<file path="config.mk">
export PLATFORM = sky130hd
export DESIGN_NAME = ti_roic_reg_spi_master
export DESIGN_NICKNAME = d
export VERILOG_FILES = /design/src/rtl/ti_roic_reg_spi_master.sv
export SDC_FILE = /design/constraint.sdc
export NUM_CORES = 1
export LEC_CHECK = 0
export BUFFER_PORTS_ARGS = -buffer_cell sky130_fd_sc_hd__buf_2
export CORE_ASPECT_RATIO = 0.75
export CORE_MARGIN = 2
export CORE_UTILIZATION = 45
export CTS_CLUSTER_DIAMETER = 200
export DETAILED_ROUTE_END_ITERATION = 6
export GPL_ROUTABILITY_DRIVEN = 0
export PLACE_DENSITY = 0.62
export SYNTH_ARGS = -nofsm -noshare
export SYNTH_HDL_FRONTEND = slang
export SYNTH_SLANG_ARGS = --single-unit
</file>
<file path="constraint.sdc">
create_clock -name clk_20mhz -period 3.7 [get_ports clk_20mhz]
set_input_delay 0.74 -clock clk_20mhz [delete_from_list [all_inputs] [get_ports clk_20mhz]]
set_output_delay 0.74 -clock clk_20mhz [all_outputs]
set_load 0.02 [all_outputs]
</file>
<file path="src/rtl/ti_roic_reg_spi_master.sv">
// SPI master for the TI ROIC configuration port: one 24-bit frame per write
// request ({addr[7:0], data[15:0]}, MSB first), with 16-bit readback capture.
module ti_roic_reg_spi_master #(
  parameter int CLK_DIV  = 4,
  parameter int CS_SETUP = 2,
  parameter int CS_HOLD  = 2,
  parameter int CS_IDLE  = 4
) (
  input  logic        clk_20mhz,
  input  logic        rst_n_20mhz,
  input  logic        wr_req,
  input  logic [15:0] reg_addr,
  input  logic [15:0] reg_data,
  output logic        busy,
  output logic        done,
  output logic        overrun,
  output logic [15:0] rd_data,
  output logic        roic_sclk,
  output logic        roic_sen,
  output logic        roic_sdata,
  input  logic        roic_sdout
);

  typedef enum logic [2:0] {IDLE, SETUP, SHIFT, HOLD, GAP} state_t;

  localparam logic [15:0] DIV_LAST   = 16'(CLK_DIV - 1);
  localparam logic [15:0] SETUP_LAST = 16'(CS_SETUP - 1);
  localparam logic [15:0] HOLD_LAST  = 16'(CS_HOLD - 1);
  localparam logic [15:0] IDLE_LAST  = 16'(CS_IDLE - 1);

  state_t      state;
  logic [23:0] shreg;
  logic [15:0] cap;
  logic [15:0] cnt;
  logic [4:0]  bit_cnt;

  // The ROIC register space is 8 bits wide; the upper address byte is dropped.
  logic unused_addr_hi;
  assign unused_addr_hi = ^reg_addr[15:8];

  always_ff @(posedge clk_20mhz) begin
    if (!rst_n_20mhz) begin
      // NOTE: every register, including the shift and capture registers, is
      // reset so a mid-frame reset leaves no stale readback behind.
      state      <= IDLE;
      shreg      <= '0;
      cap        <= '0;
      cnt        <= '0;
      bit_cnt    <= '0;
      busy       <= 1'b0;
      done       <= 1'b0;
      overrun    <= 1'b0;
      rd_data    <= '0;
      roic_sclk  <= 1'b0;
      roic_sen   <= 1'b1;
      roic_sdata <= 1'b0;
    end else begin
      // NOTE: non-blocking assignments throughout; pulses default low here and
      // are overridden further down in the same block.
      done    <= 1'b0;
      overrun <= wr_req && (state != IDLE);

      case (state)
        IDLE: begin
          if (wr_req) begin
            shreg      <= {reg_addr[7:0], reg_data};
            roic_sdata <= reg_addr[7];
            roic_sen   <= 1'b0;
            busy       <= 1'b1;
            cnt        <= '0;
            state      <= SETUP;
          end
        end

        SETUP: begin
          if (cnt == SETUP_LAST) begin
            cnt     <= '0;
            bit_cnt <= '0;
            state   <= SHIFT;
          end else begin
            cnt <= cnt + 16'd1;
          end
        end

        SHIFT: begin
          if (cnt == DIV_LAST) begin
            cnt <= '0;
            if (!roic_sclk) begin
              // Shifting on every rise leaves exactly the data-phase bits
              // (frame bits 8..23) in the 16-bit capture register.
              roic_sclk <= 1'b1;
              cap       <= {cap[14:0], roic_sdout};
            end else begin
              roic_sclk <= 1'b0;
              if (bit_cnt == 5'd23) begin
                roic_sdata <= 1'b0;
                state      <= HOLD;
              end else begin
                shreg      <= {shreg[22:0], 1'b0};
                roic_sdata <= shreg[22];
                bit_cnt    <= bit_cnt + 5'd1;
              end
            end
          end else begin
            cnt <= cnt + 16'd1;
          end
        end

        HOLD: begin
          if (cnt == HOLD_LAST) begin
            cnt      <= '0;
            roic_sen <= 1'b1;
            state    <= GAP;
          end else begin
            cnt <= cnt + 16'd1;
          end
        end

        GAP: begin
          if (cnt == IDLE_LAST) begin
            cnt     <= '0;
            busy    <= 1'b0;
            done    <= 1'b1;
            rd_data <= cap;
            state   <= IDLE;
          end else begin
            cnt <= cnt + 16'd1;
          end
        end

        default: state <= IDLE;
      endcase
    end
  end

endmodule

</file>
# Yosys cells after proc, flatten, opt, wreduce, memory -nomap -nowiden
# Index checks and enable logic that the tools add are counted.
[totals] regBits=85 input_bits=36 out_inout_bits=22 word_cells=86
[op_classes] add_sub_neg=2 n_eq_ne=15 n_mux=35 bitwise_logic=1 n_reduce_logical=21
[op_table] cell="23-bit two-way mux" n=4
[op_table] cell="16-bit two-way mux" n=3
[op_table] cell="16-bit case mux with 3 select lines" n=1
[op_table] cell="23-bit case mux with 2 select lines" n=1
[op_table] cell="3-bit two-way mux" n=7
[op_table] cell="5-bit two-way mux" n=4
[op_table] cell="16-bit by 1-bit adder with 16-bit output (second input constant)" n=1
[op_table] cell="16-bit by 1-bit == test with 1-bit output (second input constant)" n=1
[op_table] cell="16-bit by 2-bit == test with 1-bit output (second input constant)" n=1
[op_table] cell="2-bit inequality test (second input constant)" n=8
[op_table] cell="3-bit case mux with 5 select lines" n=1
[op_table] cell="1-bit two-way mux" n=10
[op_table] cell="5-bit case mux with 2 select lines" n=1
[op_table] cell="5-bit AND reduction" n=2
[op_table] cell="3-bit AND reduction" n=3
[op_table] cell="2-bit AND reduction" n=4
[op_table] cell="2-bit nonzero test" n=4
[op_table] cell="7-bit AND reduction" n=1
[op_table] cell="3-bit by 2-bit == test with 1-bit output (second input constant)" n=2
[op_table] cell="1-bit case mux with 2 select lines" n=3
[op_table] cell="3-bit nonzero test" n=2
[op_table] cell="5-bit by 1-bit adder with 5-bit output (second input constant)" n=1
[op_table] cell="5-bit == test (second input constant)" n=1
[op_table] cell="4-bit AND reduction" n=1
[op_table] cell="other kinds (6)" n=7

# Depth between registers and ports, before layout
[logic_depth] depth_word=5 mapped_depth=9 mapped_depth_nobuf=7

# Least setup slack after synthesis
# OpenSTA, ideal clock, no wires.
[synth_path] path_kind="register -> register" startpoint="reg cnt[0]" endpoint="reg cnt[10]" setup_ns=0.115 arrival_time_ns=1.900 t_required_ns=3.585 setup_slack_ns=1.685 stages_incl_launch_ff=9 path_buffers=2 period_less_slack_ns=2.015 path_cell_list="dfxtp_1 -> ha_1 -> buf_2 -> or3b_2 -> nor4_4 -> a2bb2oi_2 -> a21o_2 -> buf_6 -> nor2_1"
[synth_between] elab_chain_len=3 elab_cells_between_ends=6 cone_classes="add/sub (1); eq/ne (2); mux (3)"
[synth_rtl] element="start, declared" line="34" text="logic [15:0] cnt;"
[synth_rtl] element="start signal, assigned" line="81" text="cnt <= cnt + 16'd1;"
[synth_rtl] element="start signal, assigned" line="105" text="cnt <= cnt + 16'd1;"
[synth_rtl] element="start signal, assigned" line="115" text="cnt <= cnt + 16'd1;"
[synth_rtl] element="16-bit by 1-bit adder with 16-bit output, or another cell as far along"
[synth_rtl] element="16-bit two-way mux (on tied branches)"
[synth_rtl] element="16-bit case mux with 3 select lines (*)" line="63" text="case (state)"
# Every way passes the cells marked *; elsewhere a longest branch is shown, timed or not.
# A chain may end at the register's enable or synchronous reset.

# Worst setup path after layout
[layout_path] startpoint="reg cnt[0]" endpoint="reg rd_data[15]"
[layout_between] elab_chain_len=2
[layout_rtl] element="16-bit by 2-bit == test with 1-bit output" line="120" text="if (cnt == IDLE_LAST) begin"
[layout_rtl] element="2-bit AND reduction (no source line)"
[layout_rtl] element="end signal, assigned" line="124" text="rd_data <= cap;"
[layout_rtl] element="end, declared" line="17" text="output logic [15:0] rd_data,"
# Every way passes these cells.

==> metrics.md <==
| Metric | Value |
|---|---|
| Worst r2r dst | `rd_data[15]` |
| Die Height | `roughly 84 µm` |
| Syn Nets | `496` |
| Top FF cell, synth | `dfxtp_1` |
| RSZ-0062 raised after global routing | `no` |
| CP cell instances | `ha_1 -> buf_4 -> or3b_2 -> nor4_4 -> and2_1 -> nand2_1 -> a21oi_1` |
| Drt initial violations | `between 150 and 200` |
| CTS tree | `yes` |
| Power per Cell Area | `between 400 and 500 nW/µm²` |
| Grt total ovfl | `0` |
| Endpoint type of the worst setup path | `flip-flop` |
| Layout Skew | `0.0116 ns` |
| Final Setup Violations | `0` |
| Hold Path Depth | `2` |
| Layout cells sized above 1 | `a little over a fifth` |
| CP Class | `reg2reg` |
| EDFF count, synth | `0` |
| Largest net degree at the start of global routing | `44` |
| Grt met1 use | `a little over a quarter` |
| Number of antenna repair diodes | `0` |
| First-pass GRT wire length | `13500 µm` |
| Yosys reg bits | `85` |
| Clk slew on worst S/H paths | `around 0.070 ns` |
| Detailed Place HPWL | `about 5400 µm` |
| Mapped Cells | `roughly 460` |
| Asr flop ratio synth | `0%` |
| CP Max Fanout | `16` |
| Tot Pwr | `between 2000 and 2500 µW` |
| Startpoint Class | `flip-flop` |
| Synth unique cells | `50` |
| Post-route setup TNS | `0 ns` |
| Syn Std Cell Area | `~3800 µm²` |
| Number of H-tree levels | `3` |
| Worst slew margin | `between 30% and 40%` |
| # clock sinks | `85` |
| Via count | `about 3.3k` |
| Hold Violations, Final | `0` |
| Max cap viols | `0` |
| Status | `finished clean` |
| I/O pin count | `58` |
| Layout Nets | `~530` |
| Fin crit share | `slightly below 70%` |
| Vias in the first global route | `2710` |
| Commonest cells after routing, fill and taps aside | `nand2_1, dfxtp_1, a21oi_1` |
| Lkg Pwr | `roughly 0.0016 µW` |
| Core box area | `roughly 8100 µm²` |
| Total track usage | `a little under a fifth` |
| Seq/Total Area, Yosys | `44.8%` |
| Vias per cell | `~5.4` |
| CP Buf/Inv Count | `1` |
| Hold crit path type | `reg2reg` |
| Initial antenna violation count | `0` |
| Input/output buffers | `about 50` |
| 1st-pass router iterations | `4` |
| Slowest CP cell | `and2_1` |
| CP Data Arrival Time | `around 2.8 ns` |
| Setup crit start | `cnt[0]` |
| Post-CTS resize count | `0` |
| Post-CTS setup buffer count | `0` |
| Initial Util | `between 40 and 50%` |
| Die Wd | `110 µm` |
| Family with the most delay on the worst path | `simple AND/OR/NAND/NOR gates` |
| Hold Startpoint | `rd_data[8]` |
| Maximum vdd ir drop | `about 0.00034 V` |
| Avg Cell Area, Syn | `approximately 8.3 µm²` |
| Area delta synth->final | `15.9%` |
| CTS Buffer Depth | `2` |
| Worst reg-to-reg path cell count | `7` |
| Fmax | `391 MHz` |
| Wire length per cell | `13.9 µm` |
| Die area | `9210 µm²` |
| Final Max Tran Viols | `0` |
| M3 GR Usage | `~5.6%` |
| Yosys warns | `0` |
| Most common cell after layout, fill and taps aside | `nand2_1` |
| Final min period | `2.56 ns` |
| CP max stage delay | `a little over 0.7 ns` |
| R2r startpoint | `cnt[0]` |
| Levels on crit path | `7` |
| Met2 usage | `25.5%` |
| Setup slack, reg-to-reg | `1.14 ns` |
| Routed Antenna Nets | `0` |
| Hold Slack | `approximately 0.45 ns` |
| Slew @ Worst Pin | `around 0.97 ns` |
| CTS root buffer | `clkbuf_16` |
| Clock latency on the worst-skew pair | `around 0.34 ns` |
| Hold endpoint | `rd_data[8]` |
| Required @ worst endpoint | `3.97 ns` |
| Hold-fix buffers, CTS | `0` |
| Global routing's busiest layer | `met1` |
| Num CTS Buffers | `9` |
| Standard-cell rows | `28` |
| Routed WL | `between 8000 and 9000 µm` |
| DRC | `0` |
==> cells in the mapped netlist (5+ instances only) <==
library cell | instances | area [µm²]
nand2_1 | 111 | 417
dfxtp_1 | 85 | 1700
a21oi_1 | 50 | 250
nor2_1 | 25 | 93.8
a311oi_1 | 22 | 193
clkbuf_1 | 17 | 63.8
buf_2 | 13 | 65.1
xnor2_1 | 12 | 105
nand3_1 | 11 | 55.1
a21oi_2 | 10 | 87.6
nand2_2 | 10 | 62.6
nor3_1 | 9 | 45.0
nand4_1 | 8 | 50.1
and2_1 | 6 | 37.5
xor2_1 | 6 | 52.6
or3_1 | 5 | 31.3
==> worst max-delay path by stage <==
stage	to
floorplan	cnt[10]
global placement	rd_data[6]
detailed placement	rd_data[15]
CTS	rd_data[15]
global route	rd_data[15]
finish	rd_data[15]
==> per-layer routing <==
layer  vias to the layer above  wire length (µm)
met5                         -                 0
met3                         9               292
li1                       1657                 -
met4                         0                96
met1                      1526              4400
met2                        59              3580
==> sequential cells by signal, indices dropped and copies added (netlist names) <==
register    flops
bit_cnt         5
cap            16
done            1
state           3
overrun         1
rd_data        16
cnt            16
roic_sclk       1
roic_sdata      1
shreg          23
busy            1
roic_sen        1
==> stage by stage <==
step	std cells	instance area, µm²	setup slack, ns	util (%)
floorplan	457	3800	1.69	-
global placement	587	4070	1.20	50.6
detailed placement	587	4070	1.13	50.6
CTS	603	4410	1.12	54.7
global route	603	4410	0.974	54.7
finish	603	4410	1.14	54.7
==> cells by family (layout without fill, tap and decap cells) <==
group	after synthesis	in the layout	share of synthesized area (%)
simple gates	212	212	27.4
xor+xnor	18	18	4.15
compound gates	101	101	17.5
flops	85	85	44.8
fa+ha+maj	3	3	0.988
mux	1	1	0.296
buf+inv	37	78	4.90
==> power by group <==
group	total, µW	internal [µW]	switching (µW)
clock	991	614	377
combinational	176	70.8	105
sequential	977	953	23.9
==> cell type report <==
class | count | area, µm²
fillers | 821 | 3650
multi-input cells | 335 | 1910
flip-flops and latches | 85 | 1700
repair buffers | 58 | 313
clock buffers | 10 | 239
well taps | 105 | 131
clock inverters | 6 | 93.8
inverters | 4 | 15.0
==> worst min-delay path: stages (launching register included) <==
cell     delay, ns
dfxtp_1       0.31
nand2_1       0.05
a21oi_1       0.05
Note: power is estimated with default switching activity, not from simulation.
